`config.mk`:
```
export PLATFORM = sky130hd
export DESIGN_NAME = master_port
export DESIGN_NICKNAME = d
export VERILOG_FILES = /design/src/rtl/master_port.sv
export SDC_FILE = /design/constraint.sdc
export NUM_CORES = 1
export LEC_CHECK = 0
export BUFFER_PORTS_ARGS = -buffer_cell sky130_fd_sc_hd__buf_2
export CAP_MARGIN = 25
export CORE_ASPECT_RATIO = 1.2
export CORE_MARGIN = 3
export CORE_UTILIZATION = 45
export DETAILED_ROUTE_END_ITERATION = 10
export PLACE_DENSITY = 0.64
export RECOVER_POWER = 100
export SYNTH_ARGS = -nofsm -noshare
export SYNTH_HDL_FRONTEND = slang
export SYNTH_SLANG_ARGS = --single-unit
```
`constraint.sdc`:
```
create_clock -name clk -period 3.4 [get_ports clk]
set_clock_uncertainty 0.2 [all_clocks]
set_input_delay 0.85 -clock clk [delete_from_list [all_inputs] [get_ports clk]]
set_output_delay 0.85 -clock clk [all_outputs]
set_load 0.05 [all_outputs]
```
`src/rtl/master_port.sv`:
```
// Serial-bus initiator: turns one parallel core request into the bus handshake,
// shifts address/data/descriptor out LSB first and collects serial read beats.
module master_port #(
  parameter int ADDR_W  = 12,
  parameter int DATA_W  = 8,
  parameter int CNT_W   = 12,
  parameter int TIMEOUT = 255
) (
  input  logic              clk,
  input  logic              reset,
  input  logic              start,
  input  logic              wr,
  input  logic [ADDR_W-1:0] addr_in,
  input  logic [DATA_W-1:0] wdata_in,
  input  logic [CNT_W-1:0]  burst_len,
  output logic              busy,
  output logic              done,
  output logic              error,
  output logic [DATA_W-1:0] rdata_out,
  output logic              rdata_valid,
  output logic              read_en,
  output logic              write_en,
  output logic              master_valid,
  output logic              master_ready,
  input  logic              slave_ready,
  input  logic              slave_valid,
  input  logic              split_en,
  output logic              tx_address,
  output logic              tx_data,
  output logic              tx_burst,
  input  logic              rx_data
);

  typedef enum logic [2:0] {IDLE, REQ, SHIFT, WR_END, RD_WAIT, SPLIT, RX, GAP} state_t;

  localparam int BW = $clog2(CNT_W + 2);
  localparam int RW = $clog2(DATA_W) + 1;
  localparam int TW = $clog2(TIMEOUT + 2);
  localparam logic [TW-1:0] TMO_LAST = TW'((TIMEOUT > 0) ? TIMEOUT - 1 : 0);
  localparam logic [TW-1:0] TMO_MAX  = '1;

  state_t             state, state_d;
  logic [ADDR_W-1:0]  addr_sr, addr_d;
  logic [DATA_W-1:0]  data_sr, data_d;
  logic [CNT_W:0]     desc_sr, desc_d;
  logic [BW-1:0]      bit_cnt, bit_cnt_d;
  logic [DATA_W-1:0]  rx_sr, rx_d;
  logic [RW-1:0]      rx_cnt, rx_cnt_d;
  logic [CNT_W:0]     beats_left, beats_d;
  logic [TW-1:0]      tmo_cnt, tmo_d;
  logic               wr_q, wr_d;
  logic               busy_d, done_d, error_d, rdata_valid_d;
  logic               read_en_d, write_en_d, mv_d, mr_d;
  logic [DATA_W-1:0]  rdata_d;
  logic               tmo_hit, waiting;
  logic [DATA_W-1:0]  rx_next;

  // Serial lines only carry shift-register bits while the request phase is live.
  assign tx_address = (state == REQ || state == SHIFT) ? addr_sr[0] : 1'b0;
  assign tx_data    = (state == REQ || state == SHIFT) ? data_sr[0] : 1'b0;
  assign tx_burst   = (state == REQ || state == SHIFT) ? desc_sr[0] : 1'b0;

  assign rx_next = {rx_data, rx_sr[DATA_W-1:1]};
  assign waiting = (state == REQ) || (state == WR_END) || (state == RD_WAIT) || (state == SPLIT);
  assign tmo_hit = (TIMEOUT != 0) && (tmo_cnt == TMO_LAST);

  always_comb begin
    state_d       = state;
    addr_d        = addr_sr;
    data_d        = data_sr;
    desc_d        = desc_sr;
    bit_cnt_d     = bit_cnt;
    rx_d          = rx_sr;
    rx_cnt_d      = rx_cnt;
    beats_d       = beats_left;
    wr_d          = wr_q;
    busy_d        = busy;
    done_d        = 1'b0;
    error_d       = 1'b0;
    rdata_valid_d = 1'b0;
    rdata_d       = rdata_out;
    read_en_d     = read_en;
    write_en_d    = write_en;
    mv_d          = master_valid;
    mr_d          = master_ready;
    case (state)
      IDLE: if (start) begin
        addr_d     = addr_in;
        data_d     = wr ? wdata_in : '0;
        desc_d     = wr ? '0 : {burst_len, (burst_len != '0)};
        beats_d    = {1'b0, burst_len} + (CNT_W+1)'(1);
        wr_d       = wr;
        busy_d     = 1'b1;
        read_en_d  = ~wr;
        write_en_d = wr;
        mv_d       = 1'b1;
        state_d    = REQ;
      end
      REQ: if (slave_ready) begin
        addr_d    = addr_sr >> 1;
        data_d    = data_sr >> 1;
        desc_d    = desc_sr >> 1;
        bit_cnt_d = BW'(1);
        state_d   = SHIFT;
      end
      SHIFT: begin
        addr_d    = addr_sr >> 1;
        data_d    = data_sr >> 1;
        desc_d    = desc_sr >> 1;
        bit_cnt_d = bit_cnt + BW'(1);
        if (bit_cnt == BW'(CNT_W)) begin
          bit_cnt_d = '0;
          mv_d      = 1'b0;
          if (wr_q) state_d = WR_END;
          else begin
            mr_d    = 1'b1;
            state_d = RD_WAIT;
          end
        end
      end
      WR_END: if (slave_ready) begin
        write_en_d = 1'b0;
        busy_d     = 1'b0;
        done_d     = 1'b1;
        state_d    = IDLE;
      end
      RD_WAIT, SPLIT: begin
        // slave_valid has priority over a split request arriving in the same cycle
        if (slave_valid) begin
          rx_d     = rx_next;
          rx_cnt_d = RW'(1);
          state_d  = RX;
        end else if (split_en && state == RD_WAIT) begin
          state_d  = SPLIT;
        end
      end
      RX: begin
        rx_d     = rx_next;
        rx_cnt_d = rx_cnt + RW'(1);
        if (rx_cnt == RW'(DATA_W - 1)) begin
          rx_cnt_d      = '0;
          rdata_d       = rx_next;
          rdata_valid_d = 1'b1;
          beats_d       = (beats_left != '0) ? beats_left - (CNT_W+1)'(1) : '0;
          mr_d          = 1'b0;
          if (beats_left <= (CNT_W+1)'(1)) begin
            read_en_d = 1'b0;
            busy_d    = 1'b0;
            done_d    = 1'b1;
            state_d   = IDLE;
          end else begin
            state_d   = GAP;
          end
        end
      end
      GAP: begin
        mr_d    = 1'b1;
        state_d = RD_WAIT;
      end
      default: state_d = IDLE;
    endcase

    // Abort only when the wait state did not make progress this cycle.
    if (waiting && state_d == state && tmo_hit) begin
      busy_d     = 1'b0;
      read_en_d  = 1'b0;
      write_en_d = 1'b0;
      mv_d       = 1'b0;
      mr_d       = 1'b0;
      error_d    = 1'b1;
      state_d    = IDLE;
    end

    if (!waiting || state_d != state) tmo_d = '0;
    else tmo_d = (tmo_cnt == TMO_MAX) ? tmo_cnt : tmo_cnt + TW'(1);
  end

  always_ff @(posedge clk) begin
    if (!reset) begin
      state        <= IDLE;
      addr_sr      <= '0;
      data_sr      <= '0;
      desc_sr      <= '0;
      bit_cnt      <= '0;
      rx_sr        <= '0;
      rx_cnt       <= '0;
      beats_left   <= '0;
      tmo_cnt      <= '0;
      wr_q         <= 1'b0;
      busy         <= 1'b0;
      done         <= 1'b0;
      error        <= 1'b0;
      rdata_out    <= '0;
      rdata_valid  <= 1'b0;
      read_en      <= 1'b0;
      write_en     <= 1'b0;
      master_valid <= 1'b0;
      master_ready <= 1'b0;
    end else begin
      state        <= state_d;
      addr_sr      <= addr_d;
      data_sr      <= data_d;
      desc_sr      <= desc_d;
      bit_cnt      <= bit_cnt_d;
      rx_sr        <= rx_d;
      rx_cnt       <= rx_cnt_d;
      beats_left   <= beats_d;
      tmo_cnt      <= tmo_d;
      wr_q         <= wr_d;
      busy         <= busy_d;
      done         <= done_d;
      error        <= error_d;
      rdata_out    <= rdata_d;
      rdata_valid  <= rdata_valid_d;
      read_en      <= read_en_d;
      write_en     <= write_en_d;
      master_valid <= mv_d;
      master_ready <= mr_d;
    end
  end

endmodule
```
==> results_tabular.tex <==
\begin{tabular}{lr}
\hline
Metric & Value \\
\hline
\multicolumn{2}{l}{\textbf{Outcome}} \\
\quad Result of the run & finished, final reports clean \\
\multicolumn{2}{l}{\textbf{Worst setup path}} \\
\quad Arrival @ worst endpoint & 2.10 ns \\
\quad Setup crit end kind & primary output \\
\quad Flop-to-flop setup slack & 0.31 ns \\
\quad Type of the worst setup path & reg2out \\
\quad Worst-path maximum fanout & 20 \\
\quad Required time reported for the critical path endpoint & 2.35 ns \\
\quad Logic depth of the worst register-to-register path & 5 \\
\quad Startpoint of the lowest-slack register-to-register path & state[0]\$\_SDFF\_PN0\_ \\
\quad Source of the critical timing path & state[0]\$\_SDFF\_PN0\_ \\
\quad Worst setup path end & tx\_burst \\
\quad Crit path launch type & register \\
\quad Critical R2R Capture & master\_ready\$\_SDFFE\_PP0P\_ \\
\multicolumn{2}{l}{\textbf{Drt}} \\
\quad Antenna-violating nets left & 0 \\
\quad Via count & 4296 \\
\quad Initial detailed-routing violation count & 246 \\
\quad Wire per inst & 15.4 um \\
\quad DRC violations left & 0 \\
\quad Post-Route WL & 11500 um \\
\quad Vias per cell & 5.76 \\
\quad Detailed-router iteration count before antenna repair & 5 \\
\multicolumn{2}{l}{\textbf{Power and ir drop}} \\
\quad P\_sw & 0.000812 W \\
\quad IR Drop Worst-Case VDD & 0.324 mV \\
\quad Combinational Power Share & 18.0\% \\
\quad Portion of total power attributed to the clock network & 39.0\% \\
\quad Register share of total power & 43.0\% \\
\quad Cell leakage power & 2.03 nW \\
\quad Internal portion of total power & 0.00196 W \\
\quad Switching fraction of total power & 29.3\% \\
\quad Power per cell area & 527 mW/mm\^{}2 \\
\multicolumn{2}{l}{\textbf{Worst hold path}} \\
\quad Worst hold path type & reg2reg \\
\multicolumn{2}{l}{\textbf{Timing}} \\
\quad Setup total negative slack & 0 ns \\
\quad Transition at the pin with the smallest max-transition slack & 1.28 ns \\
\quad Time the final worst path needs with I/O delays and setup & 3.15 ns \\
\quad Number of pins with negative max-slew slack in the final report & 0 \\
\quad Post-route clock period utilization & 92.7\% \\
\quad Post-Route Hold Slack & 0.252 ns \\
\quad Count of final setup violators & 0 \\
\quad PnR worst setup slack & 0.248 ns \\
\quad Unrepaired setup endpoints after global routing & no \\
\quad Highest clock frequency the design can meet & 0.317 GHz \\
\quad Remaining max-slew budget at the tightest pin & 14.6\% \\
\quad Number of hold violations in the final report & 0 \\
\multicolumn{2}{l}{\textbf{Global route}} \\
\quad Combined global-route utilization of all metal layers & 20.5\% \\
\quad Pin count of the biggest net entering global routing & 30 \\
\quad Vias in the first global route & 4077 \\
\quad Initial antenna violation count & 0 \\
\quad Overflow left after global routing & 0 \\
\quad First-pass GRT wire length & 19300 um \\
\multicolumn{2}{l}{\textbf{Yosys}} \\
\quad Main flop type after synthesis & sky130\_fd\_sc\_hd\_\_dfxtp\_1 \\
\quad Count of warnings emitted by yosys & 0 \\
\quad Syn avg cell area & 8.01 sq um \\
\quad Net count after synthesis & 622 \\
\quad Portion of the post-synthesis area used by sequential elements & 39.3\% \\
\quad Post-synthesis async set-or-reset flop share & 0\% \\
\quad Netlist Area Pre-Place & 0.00458 sq mm \\
\quad Yosys cell types & 57 \\
\quad Number of enable flip-flop cells after synthesis & 0 \\
\quad Post-synth top cells & 90 x sky130\_fd\_sc\_hd\_\_dfxtp\_1, 81 x sky130\_fd\_sc\_hd\_\_nand2\_1, 74 x sky130\_fd\_sc\_hd\_\_nor2\_1, 29 x sky130\_fd\_sc\_hd\_\_a21oi\_1, 28 x sky130\_fd\_sc\_hd\_\_o21ai\_0 \\
\quad Post-synthesis cell count & 572 \\
\quad Largest area contributor in the netlist & sky130\_fd\_sc\_hd\_\_dfxtp\_1 \\
\quad Largest cells by area after synthesis & sky130\_fd\_sc\_hd\_\_dfxtp\_1 39\%, sky130\_fd\_sc\_hd\_\_nand2\_1 6.6\%, sky130\_fd\_sc\_hd\_\_nor2\_1 6.1\%, sky130\_fd\_sc\_hd\_\_a311oi\_1 3.4\%, sky130\_fd\_sc\_hd\_\_a21oi\_1 3.2\% \\
\quad Count leader, synth & sky130\_fd\_sc\_hd\_\_dfxtp\_1 \\
\quad Area fraction of the dominant cell type after synthesis & 39.3\% \\
\quad Number of flip-flops and latches in the synthesized netlist & 90 \\
\multicolumn{2}{l}{\textbf{CTS}} \\
\quad Max H-tree Level & 3 \\
\quad Clock tree sinks & 90 \\
\quad CTS tree & built \\
\quad Post-cts resize count & 0 \\
\quad Post-CTS Hold Fix Bufs & 0 \\
\quad Clk slew on worst S/H paths & 0.07 ns \\
\quad Bufs on Longest Clock Path & 2 \\
\quad Root Buffer & sky130\_fd\_sc\_hd\_\_clkbuf\_16 \\
\quad Latest clock arrival within the worst-skew pair & 0.34 ns \\
\quad Num CTS Buffers & 9 \\
\quad Post-CTS Setup Bufs & 0 \\
\multicolumn{2}{l}{\textbf{Floorplan}} \\
\quad Horizontal extent of the die & 98.1 um \\
\quad Core box area & 0.00971 sq mm \\
\quad Vert. Die Dim & 117 um \\
\quad Starting utilization of the core area & 47.2\% \\
\quad Area of the die & 0.0114 sq mm \\
\quad Number of core rows & 39 \\
\quad I/O pin cnt & 59 \\
\multicolumn{2}{l}{\textbf{Job}} \\
\quad Count of max-cap constraint violations & 0 \\
\multicolumn{2}{l}{\textbf{Final layout}} \\
\quad Antenna diode count & 0 \\
\quad Total of fill cells in the finished design & 958 \\
\quad Growth of design area from synthesis to finish & 14.7\% \\
\quad Layout cell share with drive strength beyond 1 & 12.2\% \\
\quad Fin area & 0.00526 sq mm \\
\quad Multi-input gate area & 0.00255 sq mm \\
\quad Final net count & 668 \\
\quad Share of the core filled with cells & 54.1\% \\
\quad Seq. cell area & 0.00180 sq mm \\
\multicolumn{2}{l}{\textbf{Placement}} \\
\quad Last weighted congestion value of the routability-driven placer & 0.887 \\
\quad HPWL reported at the end of detailed placement & 8070 um \\
\quad Port Buffers & 58 \\
\quad Worst Setup Slack post-DPL & 0.634 ns \\
\quad Placed instance area & 0.00500 sq mm \\
\hline
\end{tabular}
## sequential cells by signal (all words and copies together) (netlist names), 3 cells and up
| name | flops |
|---|---|
| beats_left | 13 |
| desc_sr | 13 |
| addr_sr | 12 |
| tmo_cnt | 9 |
| data_sr | 8 |
| rdata_out | 8 |
| rx_sr | 7 |
| bit_cnt | 4 |
| rx_cnt | 4 |
| state | 3 |
## cell families (layout without fill, tap and decap cells)
group,count (synthesis),in the layout,synth area share [%]
AOI/OAI and AO/OA,135,135,21.1
xor gates and xnor gates,18,18,3.44
adders and majority gates,10,10,2.73
buffers and inverters,55,106,4.67
DFF,90,90,39.3
muxes,9,9,1.97
and+or+nand+nor,255,255,26.8
## cells in the final DEF (no fill, tap or decap), types with 7 or more instances in the layout
cell type / Yosys / layout
sky130_fd_sc_hd__clkbuf_16: 0 / 9
sky130_fd_sc_hd__nor2_1: 74 / 74
sky130_fd_sc_hd__nand4_1: 7 / 7
sky130_fd_sc_hd__a21oi_1: 29 / 28
sky130_fd_sc_hd__buf_4: 0 / 9
sky130_fd_sc_hd__a221oi_1: 12 / 13
sky130_fd_sc_hd__mux2i_1: 9 / 9
sky130_fd_sc_hd__dfxtp_1: 90 / 90
sky130_fd_sc_hd__nor4_1: 7 / 8
sky130_fd_sc_hd__o21ai_0: 28 / 28
sky130_fd_sc_hd__nand2_1: 81 / 81
sky130_fd_sc_hd__nand3_1: 22 / 22
sky130_fd_sc_hd__nand3b_1: 7 / 7
sky130_fd_sc_hd__ha_1: 10 / 10
sky130_fd_sc_hd__nor3_1: 22 / 22
sky130_fd_sc_hd__a311oi_1: 18 / 18
sky130_fd_sc_hd__xor2_1: 8 / 8
sky130_fd_sc_hd__xnor2_1: 10 / 10
sky130_fd_sc_hd__inv_1: 18 / 18
sky130_fd_sc_hd__clkbuf_1: 27 / 21
sky130_fd_sc_hd__buf_2: 6 / 38
## metrics by stage
| stage | power, W | std cells |
|---|---|---|
| floorplan | 0.00157 | 572 |
| global placement | 0.00171 | 730 |
| detailed placement | 0.00172 | 730 |
| CTS | 0.00280 | 746 |
| global route | 0.00291 | 746 |
| finish | 0.00277 | 746 |
## worst max-delay path, cell delays in order, from the launching register on
cell and delay [ns]:
sky130_fd_sc_hd__dfxtp_1 0.74, sky130_fd_sc_hd__xnor2_1 0.15, sky130_fd_sc_hd__nor2_1 0.39, sky130_fd_sc_hd__and2_1 0.20, sky130_fd_sc_hd__clkbuf_2 0.28
## power groups by stage
| stage | clock network (W) | logic, W | registers (W) |
|---|---|---|---|
| 2_1_floorplan | 0 | 0.000357 | 0.00121 |
| 3_3_place_gp | 0 | 0.000496 | 0.00121 |
| 3_5_place_dp | 0 | 0.000504 | 0.00121 |
| 4_1_cts | 0.00110 | 0.000508 | 0.00119 |
| 5_1_grt | 0.00115 | 0.000559 | 0.00120 |
| 6_report | 0.00108 | 0.000500 | 0.00119 |
## worst min-delay path by stage
stage / startpoint / endpoint / slack [ns] / cells after the start
after floorplan: rx_sr[1]$_SDFFE_PN0P_ / rdata_out[0]$_SDFFE_PN0P_ / 0.23 / 2
after global placement: addr_sr[11]$_SDFFE_PN0P_ / addr_sr[11]$_SDFFE_PN0P_ / 0.24 / 2
after detailed placement: data_sr[7]$_SDFFE_PN0P_ / data_sr[7]$_SDFFE_PN0P_ / 0.24 / 2
after CTS: data_sr[7]$_SDFFE_PN0P_ / data_sr[7]$_SDFFE_PN0P_ / 0.25 / 2
after global routing: addr_sr[11]$_SDFFE_PN0P_ / addr_sr[11]$_SDFFE_PN0P_ / 0.28 / 2
final: data_sr[7]$_SDFFE_PN0P_ / data_sr[7]$_SDFFE_PN0P_ / 0.25 / 2
## final cells by class
cell class                      count  area share [%]
Tap cell                          123            2.93
Clock buffer                        9            4.28
Sequential cell                    90            34.3
Inverter                           18            1.29
Multi-Input combinational cell    427            48.6
Clock inverter                      7            1.88
Timing Repair Buffer               72            6.78
## per-layer routing
layer	track usage, %	part of all wire [%]	vias to the layer above
met5	0	0	-
met4	6.74	1.7	0
met3	3.64	4.7	17
met2	35.3	48	109
met1	26.1	46	2007
li1	-	-	2163
No activity file was read; power rests on OpenSTA's default activity.
